$ cat src/rtl/mmm_pkg.sv
// mmm_pkg: shared definitions for the Montgomery datapath blocks.
//   csub_state_t    - control states of the serial conditional subtractor
//   DIGIT_W         - digit width processed per clock by the serial blocks
//   csub_cnt_width  - width of the digit counter for a given operand width
package mmm_pkg;

    typedef enum logic [1:0] {
        CSUB_IDLE = 2'd0,
        CSUB_RUN  = 2'd1,
        CSUB_DONE = 2'd2
    } csub_state_t;

    localparam int DIGIT_W = 4;

    // Counter width for WIDTH/DIGIT_W digits; never narrower than one bit.
    function automatic int csub_cnt_width(input int width);
        int w;
        w = $clog2(width / DIGIT_W);
        if (w < 1) begin
            w = 1;
        end else begin
            w = w;
        end
        return w;
    endfunction

endpackage

$ cat src/rtl/cond_sub_serial_sub4.sv
// sub4: combinational 4-bit borrow-lookahead subtractor.
//   {bout, d} = a - b - bin
// Computed as a + ~b + ~bin with generate/propagate lookahead, so the
// borrow-out is the complement of the adder carry-out.
// Ports:
//   a[3:0], b[3:0] - minuend, subtrahend
//   bin            - borrow in
//   d[3:0]         - difference
//   bout           - borrow out
module sub4 (
    input  logic [3:0] a,
    input  logic [3:0] b,
    input  logic       bin,
    output logic [3:0] d,
    output logic       bout
);

    logic [3:0] nb_s;
    logic [3:0] g_s;
    logic [3:0] p_s;
    logic [4:0] c_s;

    assign nb_s = ~b;
    assign g_s  = a & nb_s;
    assign p_s  = a ^ nb_s;

    // Flattened lookahead carries: no ripple through the slice.
    assign c_s[0] = ~bin;
    assign c_s[1] = g_s[0] | (p_s[0] & c_s[0]);
    assign c_s[2] = g_s[1] | (p_s[1] & g_s[0]) | (p_s[1] & p_s[0] & c_s[0]);
    assign c_s[3] = g_s[2] | (p_s[2] & g_s[1]) | (p_s[2] & p_s[1] & g_s[0])
                  | (p_s[2] & p_s[1] & p_s[0] & c_s[0]);
    assign c_s[4] = g_s[3] | (p_s[3] & g_s[2]) | (p_s[3] & p_s[2] & g_s[1])
                  | (p_s[3] & p_s[2] & p_s[1] & g_s[0])
                  | (p_s[3] & p_s[2] & p_s[1] & p_s[0] & c_s[0]);

    assign d    = p_s ^ c_s[3:0];
    assign bout = ~c_s[4];

endmodule

$ cat src/rtl/cond_sub_serial.sv
// cond_sub_serial: digit-serial conditional final subtractor.
// Returns S - M when S >= M, otherwise S (modulo 2^WIDTH). S - M is formed
// four bits per clock, LSB first, through one sub4 slice and a borrow register.
// Optional feature: define CSUB_SUB_TAKEN_EN to add the sub_taken output.
// Parameters:
//   WIDTH     - operand width; a multiple of 4 and at least 8
// Ports:
//   clk, rst_n - clock, asynchronous active-low reset
//   start      - request, accepted only when idle
//   s_in       - accumulator S (WIDTH+1 bits, top bit is the prior carry-out)
//   m_in       - modulus M
//   busy       - high whenever not idle
//   done       - one-cycle pulse, result valid
//   result     - reduced value, held until the next accepted start
//   sub_taken  - (CSUB_SUB_TAKEN_EN only) 1 when S - M was selected
import mmm_pkg::*;

module cond_sub_serial #(
    parameter int WIDTH = 256
) (
    input  logic             clk,
    input  logic             rst_n,
    input  logic             start,
    input  logic [WIDTH:0]   s_in,
    input  logic [WIDTH-1:0] m_in,
    output logic             busy,
    output logic             done,
`ifdef CSUB_SUB_TAKEN_EN
    output logic             sub_taken,
`endif
    output logic [WIDTH-1:0] result
);

    localparam int N  = WIDTH / DIGIT_W;
    localparam int CW = csub_cnt_width(WIDTH);
    localparam logic [CW-1:0] LAST_CNT = CW'(N - 1);

    csub_state_t      state_r;
    logic [WIDTH-1:0] s_sh_r;
    logic [WIDTH-1:0] m_sh_r;
    logic [WIDTH-1:0] d_r;
    logic [WIDTH-1:0] s_keep_r;
    logic             s_top_r;
    logic             borrow_r;
    logic [CW-1:0]    cnt_r;
    logic             busy_r;
    logic             done_r;
    logic [WIDTH-1:0] result_r;

    logic [DIGIT_W-1:0] d_s;
    logic               bout_s;
    logic [WIDTH-1:0]   d_next_s;
    logic               take_s;

    sub4 u_sub4 (
        .a    (s_sh_r[DIGIT_W-1:0]),
        .b    (m_sh_r[DIGIT_W-1:0]),
        .bin  (borrow_r),
        .d    (d_s),
        .bout (bout_s)
    );

    // The last digit's difference and borrow are folded in directly so that
    // result is already registered on the first DONE cycle.
    assign d_next_s = {d_s, d_r[WIDTH-1:DIGIT_W]};
    assign take_s   = s_top_r | ~bout_s;

`ifdef CSUB_SUB_TAKEN_EN
    logic sub_taken_r;

    // Select flag, updated together with result.
    always_ff @(posedge clk or negedge rst_n) begin
        if (!rst_n) begin
            sub_taken_r <= 1'b0;
        end else if ((state_r == CSUB_RUN) && (cnt_r == LAST_CNT)) begin
            sub_taken_r <= take_s;
        end else begin
            sub_taken_r <= sub_taken_r;
        end
    end

    assign sub_taken = sub_taken_r;
`endif

    // Control FSM and digit-serial datapath.
    always_ff @(posedge clk or negedge rst_n) begin
        if (!rst_n) begin
            state_r  <= CSUB_IDLE;
            s_sh_r   <= {WIDTH{1'b0}};
            m_sh_r   <= {WIDTH{1'b0}};
            d_r      <= {WIDTH{1'b0}};
            s_keep_r <= {WIDTH{1'b0}};
            s_top_r  <= 1'b0;
            borrow_r <= 1'b0;
            cnt_r    <= {CW{1'b0}};
            busy_r   <= 1'b0;
            done_r   <= 1'b0;
            result_r <= {WIDTH{1'b0}};
        end else begin
            case (state_r)
                CSUB_IDLE: begin
                    done_r <= 1'b0;
                    if (start) begin
                        s_sh_r   <= s_in[WIDTH-1:0];
                        s_top_r  <= s_in[WIDTH];
                        m_sh_r   <= m_in;
                        s_keep_r <= s_in[WIDTH-1:0];
                        borrow_r <= 1'b0;
                        cnt_r    <= {CW{1'b0}};
                        busy_r   <= 1'b1;
                        state_r  <= CSUB_RUN;
                    end else begin
                        busy_r   <= 1'b0;
                        state_r  <= CSUB_IDLE;
                    end
                end
                CSUB_RUN: begin
                    s_sh_r   <= {{DIGIT_W{1'b0}}, s_sh_r[WIDTH-1:DIGIT_W]};
                    m_sh_r   <= {{DIGIT_W{1'b0}}, m_sh_r[WIDTH-1:DIGIT_W]};
                    d_r      <= d_next_s;
                    borrow_r <= bout_s;
                    cnt_r    <= cnt_r + {{(CW-1){1'b0}}, 1'b1};
                    busy_r   <= 1'b1;
                    if (cnt_r == LAST_CNT) begin
                        result_r <= take_s ? d_next_s : s_keep_r;
                        done_r   <= 1'b1;
                        state_r  <= CSUB_DONE;
                    end else begin
                        done_r   <= 1'b0;
                        state_r  <= CSUB_RUN;
                    end
                end
                CSUB_DONE: begin
                    busy_r  <= 1'b0;
                    done_r  <= 1'b0;
                    state_r <= CSUB_IDLE;
                end
                default: begin
                    busy_r  <= 1'b0;
                    done_r  <= 1'b0;
                    state_r <= CSUB_IDLE;
                end
            endcase
        end
    end

    assign busy   = busy_r;
    assign done   = done_r;
    assign result = result_r;

endmodule
$ cat config.mk
export PLATFORM = sky130hd
export DESIGN_NAME = cond_sub_serial
export DESIGN_NICKNAME = d
export VERILOG_FILES = /design/src/rtl/mmm_pkg.sv /design/src/rtl/cond_sub_serial_sub4.sv /design/src/rtl/cond_sub_serial.sv
export SDC_FILE = /design/constraint.sdc
export NUM_CORES = 2
export LEC_CHECK = 0
export CORE_AREA = 2 2 471 239
export DETAILED_ROUTE_END_ITERATION = 16
export DIE_AREA = 0 0 473 241
export PLACE_DENSITY = 0.77
export SLEW_MARGIN = 5
export SYNTH_ARGS = -nofsm -noshare
export SYNTH_HDL_FRONTEND = slang
export SYNTH_SLANG_ARGS = --single-unit
$ cat constraint.sdc
create_clock -name clk -period 3.5 [get_ports clk]
set_input_delay 0.7 -clock clk [delete_from_list [all_inputs] [get_ports clk]]
set_output_delay 0.7 -clock clk [all_outputs]
set_load 0.01 [all_outputs]
==> qor.yml <==
status: "completed"
netlist_top_cells_count: "nand2_1, dfrtp_1, nor2_1"
fin_crit_sh_pct: 82.1
regToRegSetupSlack_ns: 0.62
ys_seq_elements: 1287
rsz0062_at_grt: "no"
crit_path_end_kind: "flip-flop"
crit_type: "reg -> reg"
final_util_pct: 61.5
num_vias: 47100
fillCellCount: 9111
first_global_vias: 45900
synth_top_cell_area_share_pct: 59.0
yosysSeqAreaShare_pct: 59.0
setup_violations: 0
drtIter0Drc: 4784
cp_top_family: "compound AO/OA/AOI/OAI gates"
path_buf_inv: 3
cts_buffer_depth: 3
path_clk_slew_ns: 0.06
regArea_mm2: 0.0322
place_area_mm2: 0.0637
fin_hold_ws_ns: 0.0436
syn2layout_area_growth_pct: 23.4
slew_violations: 0
io_buffer_count: 773
instances_no_fill: 8235
design.die.area_mm2: 0.114
crit_chain: "inv_1, ha_1, nor2b_1, o2111a_4, buf_4, buf_4, o31ai_1, a31oi_1"
postCtsSetupBuffers: 0
design_area_mm2: 0.0673
synth_ff_type: "dfrtp_1"
dp_hpwl_um: 108000
fp.dieH_um: 241
cts.sinks: 1287
vias_per_cell: 5.72
async_reset_ff_share_pct: 100
initial_core_util_pct: 49.8
cts_tree: "done"
synth_nets: 6726
relSlewSlack_pct: 24.2
hold_path_class: "in -> async"
grt_max_degree: 264
synth.most_common_cell: "nand2_1"
syn_area_per_cell_um2: 8.79
fin_ws_ns: 0.625
num_io_pins: 774
multi_input_area_mm2: 0.0202
critPathArrivalTime_ns: 3.50
root_buffer: "clkbuf_16"
critPathSlowestCell: "o2111a_4"
maxCapViolations: 0
drive_gt1_share_pct: 4.51
critPathMaxFanout: 51
leakage_nw: 31.3
period_needed_ns: 2.88
cts_resized: 0
grt_use_total_pct: 28.4
pwr_density_cell_mw_per_mm2: 706
post_drt_wl_per_cell_um: 20.1
fin_skew_ns: 0.0275
grt_overflow: 0
fin_nets: 7203
max_stage_delay_ns: 0.68
critical_path.most_common_cell: "buf_4"
grt_pass1_wl_um: 257000
h-tree-depth: 3
drc_errors: 0
wl_um: 166000
synth_edf_count: 0
coreArea_mm2: 0.110
numCtsBuffers: 109
drtPass1Iterations: 7
antenna_found_initial: 23
die_w_um: 473
ctsHoldBuffers: 0
synth_warnings: 0
synth.distinct_cells: 38
fin_setup_tns_ns: 0
vdd_drop_max_mv: 0.710
final_antenna_net_count: 0
hold_viol_final: 0
synth.largest_area_cell: "dfrtp_1"
synth.area.top_cells: "dfrtp_1, nand2_1, a31oi_1, nor2_1, clkbuf_1"
tightestPinTransition_ns: 1.14
fmax_ghz: 0.348
cp.required_ns: 4.12
dp.cells: 8022
clk_latency_ns: 0.73
num_rows: 86
pre_cts_ws_ns: 0.752
syn_inst: 6204
power.total_mw: 47.5
synth_area_mm2: 0.0546
place.gp.congestion: 0.888
start_kind: "flip-flop"
metal layers:
metal  up-vias  routed length, um  GRT usage (%)  share of wire (%)
li1      21800                  -              -                  -
met1     23100              65000           36.5                 39
met2      1677              81100           46.0                 49
met3       478               9060           4.66                5.5
met4        16              10200           17.0                6.2
met5         -                115              0              0.069
flip-flops by register name, indices dropped and copies added (netlist names):
| register | flops |
|---|---|
| done | 1 |
| result | 256 |
| s_sh_r | 256 |
| d_r | 252 |
| state_r | 1 |
| s_top_r | 1 |
| m_sh_r | 256 |
| borrow_r | 1 |
| s_keep_r | 256 |
| cnt_r | 6 |
| busy | 1 |
report_power, final:
part / total [mW] / leakage, nW / switching (mW) / internal [mW]
Sequential: 22.2 / 15.7 / 2.87 / 19.3
Clock: 12.5 / 1.78 / 5.67 / 6.80
Combinational: 12.9 / 13.9 / 8.44 / 4.45
worst paths after layout:
path                                       startpoint  depth (start not counted)                       end
worst max-delay path            m_sh_r[0]$_DFFE_PN0P_                          8   result[218]$_DFFE_PN0P_
worst min-delay path                            rst_n                          1  s_keep_r[97]$_DFFE_PN0P_
worst max register to register  m_sh_r[0]$_DFFE_PN0P_                          8   result[218]$_DFFE_PN0P_
worst min register to register   d_r[179]$_DFFE_PN0N_                          2      d_r[175]$_DFFE_PN0N_
max in group asynchronous                       rst_n                          2    m_sh_r[56]$_DFFE_PN0P_
min in group clk                 d_r[179]$_DFFE_PN0N_                          2      d_r[175]$_DFFE_PN0N_
cell type report:
type | count | area share, %
Timing Repair Buffer | 891 | 14.0
Sequential cell | 1287 | 47.8
Tap cell | 1452 | 2.70
Antenna cell | 18 | 0.0669
Clock inverter | 36 | 0.559
Clock buffer | 159 | 4.77
Multi-Input combinational cell | 4385 | 30.1
Inverter | 7 | 0.0632
kinds of logic after synthesis:
family	synth area share, %
AND/OR/NAND/NOR	23.7
flip-flops	59.0
AO/OA/AOI/OAI	13.1
buffers and inverters	4.05
adder cells (fa/ha/maj)	0.151
XOR/XNOR	0.0321
cells in the final DEF (no fill, tap or decap), types with 2 or more instances in the layout:
master	n
a21oi_1	2
a311o_1	2
a31oi_1	641
buf_12	60
buf_4	58
bufinv_16	6
clkbuf_1	23
clkbuf_16	111
clkbuf_8	25
clkdlybuf4s50_1	772
clkinv_2	21
clkinv_4	2
clkinv_8	2
clkinvlp_4	2
dfrtp_1	1287
diode_2	18
ha_1	5
inv_1	6
inv_6	3
nand2_1	2538
nand2b_4	2
nand3_1	3
nand4_1	137
nor2_1	643
nor2b_4	2
o211ai_1	120
o21ai_0	14
o311ai_0	84
o311ai_1	34
o31ai_1	138
xor2_1	2
Power figures use the tool's default switching activity.
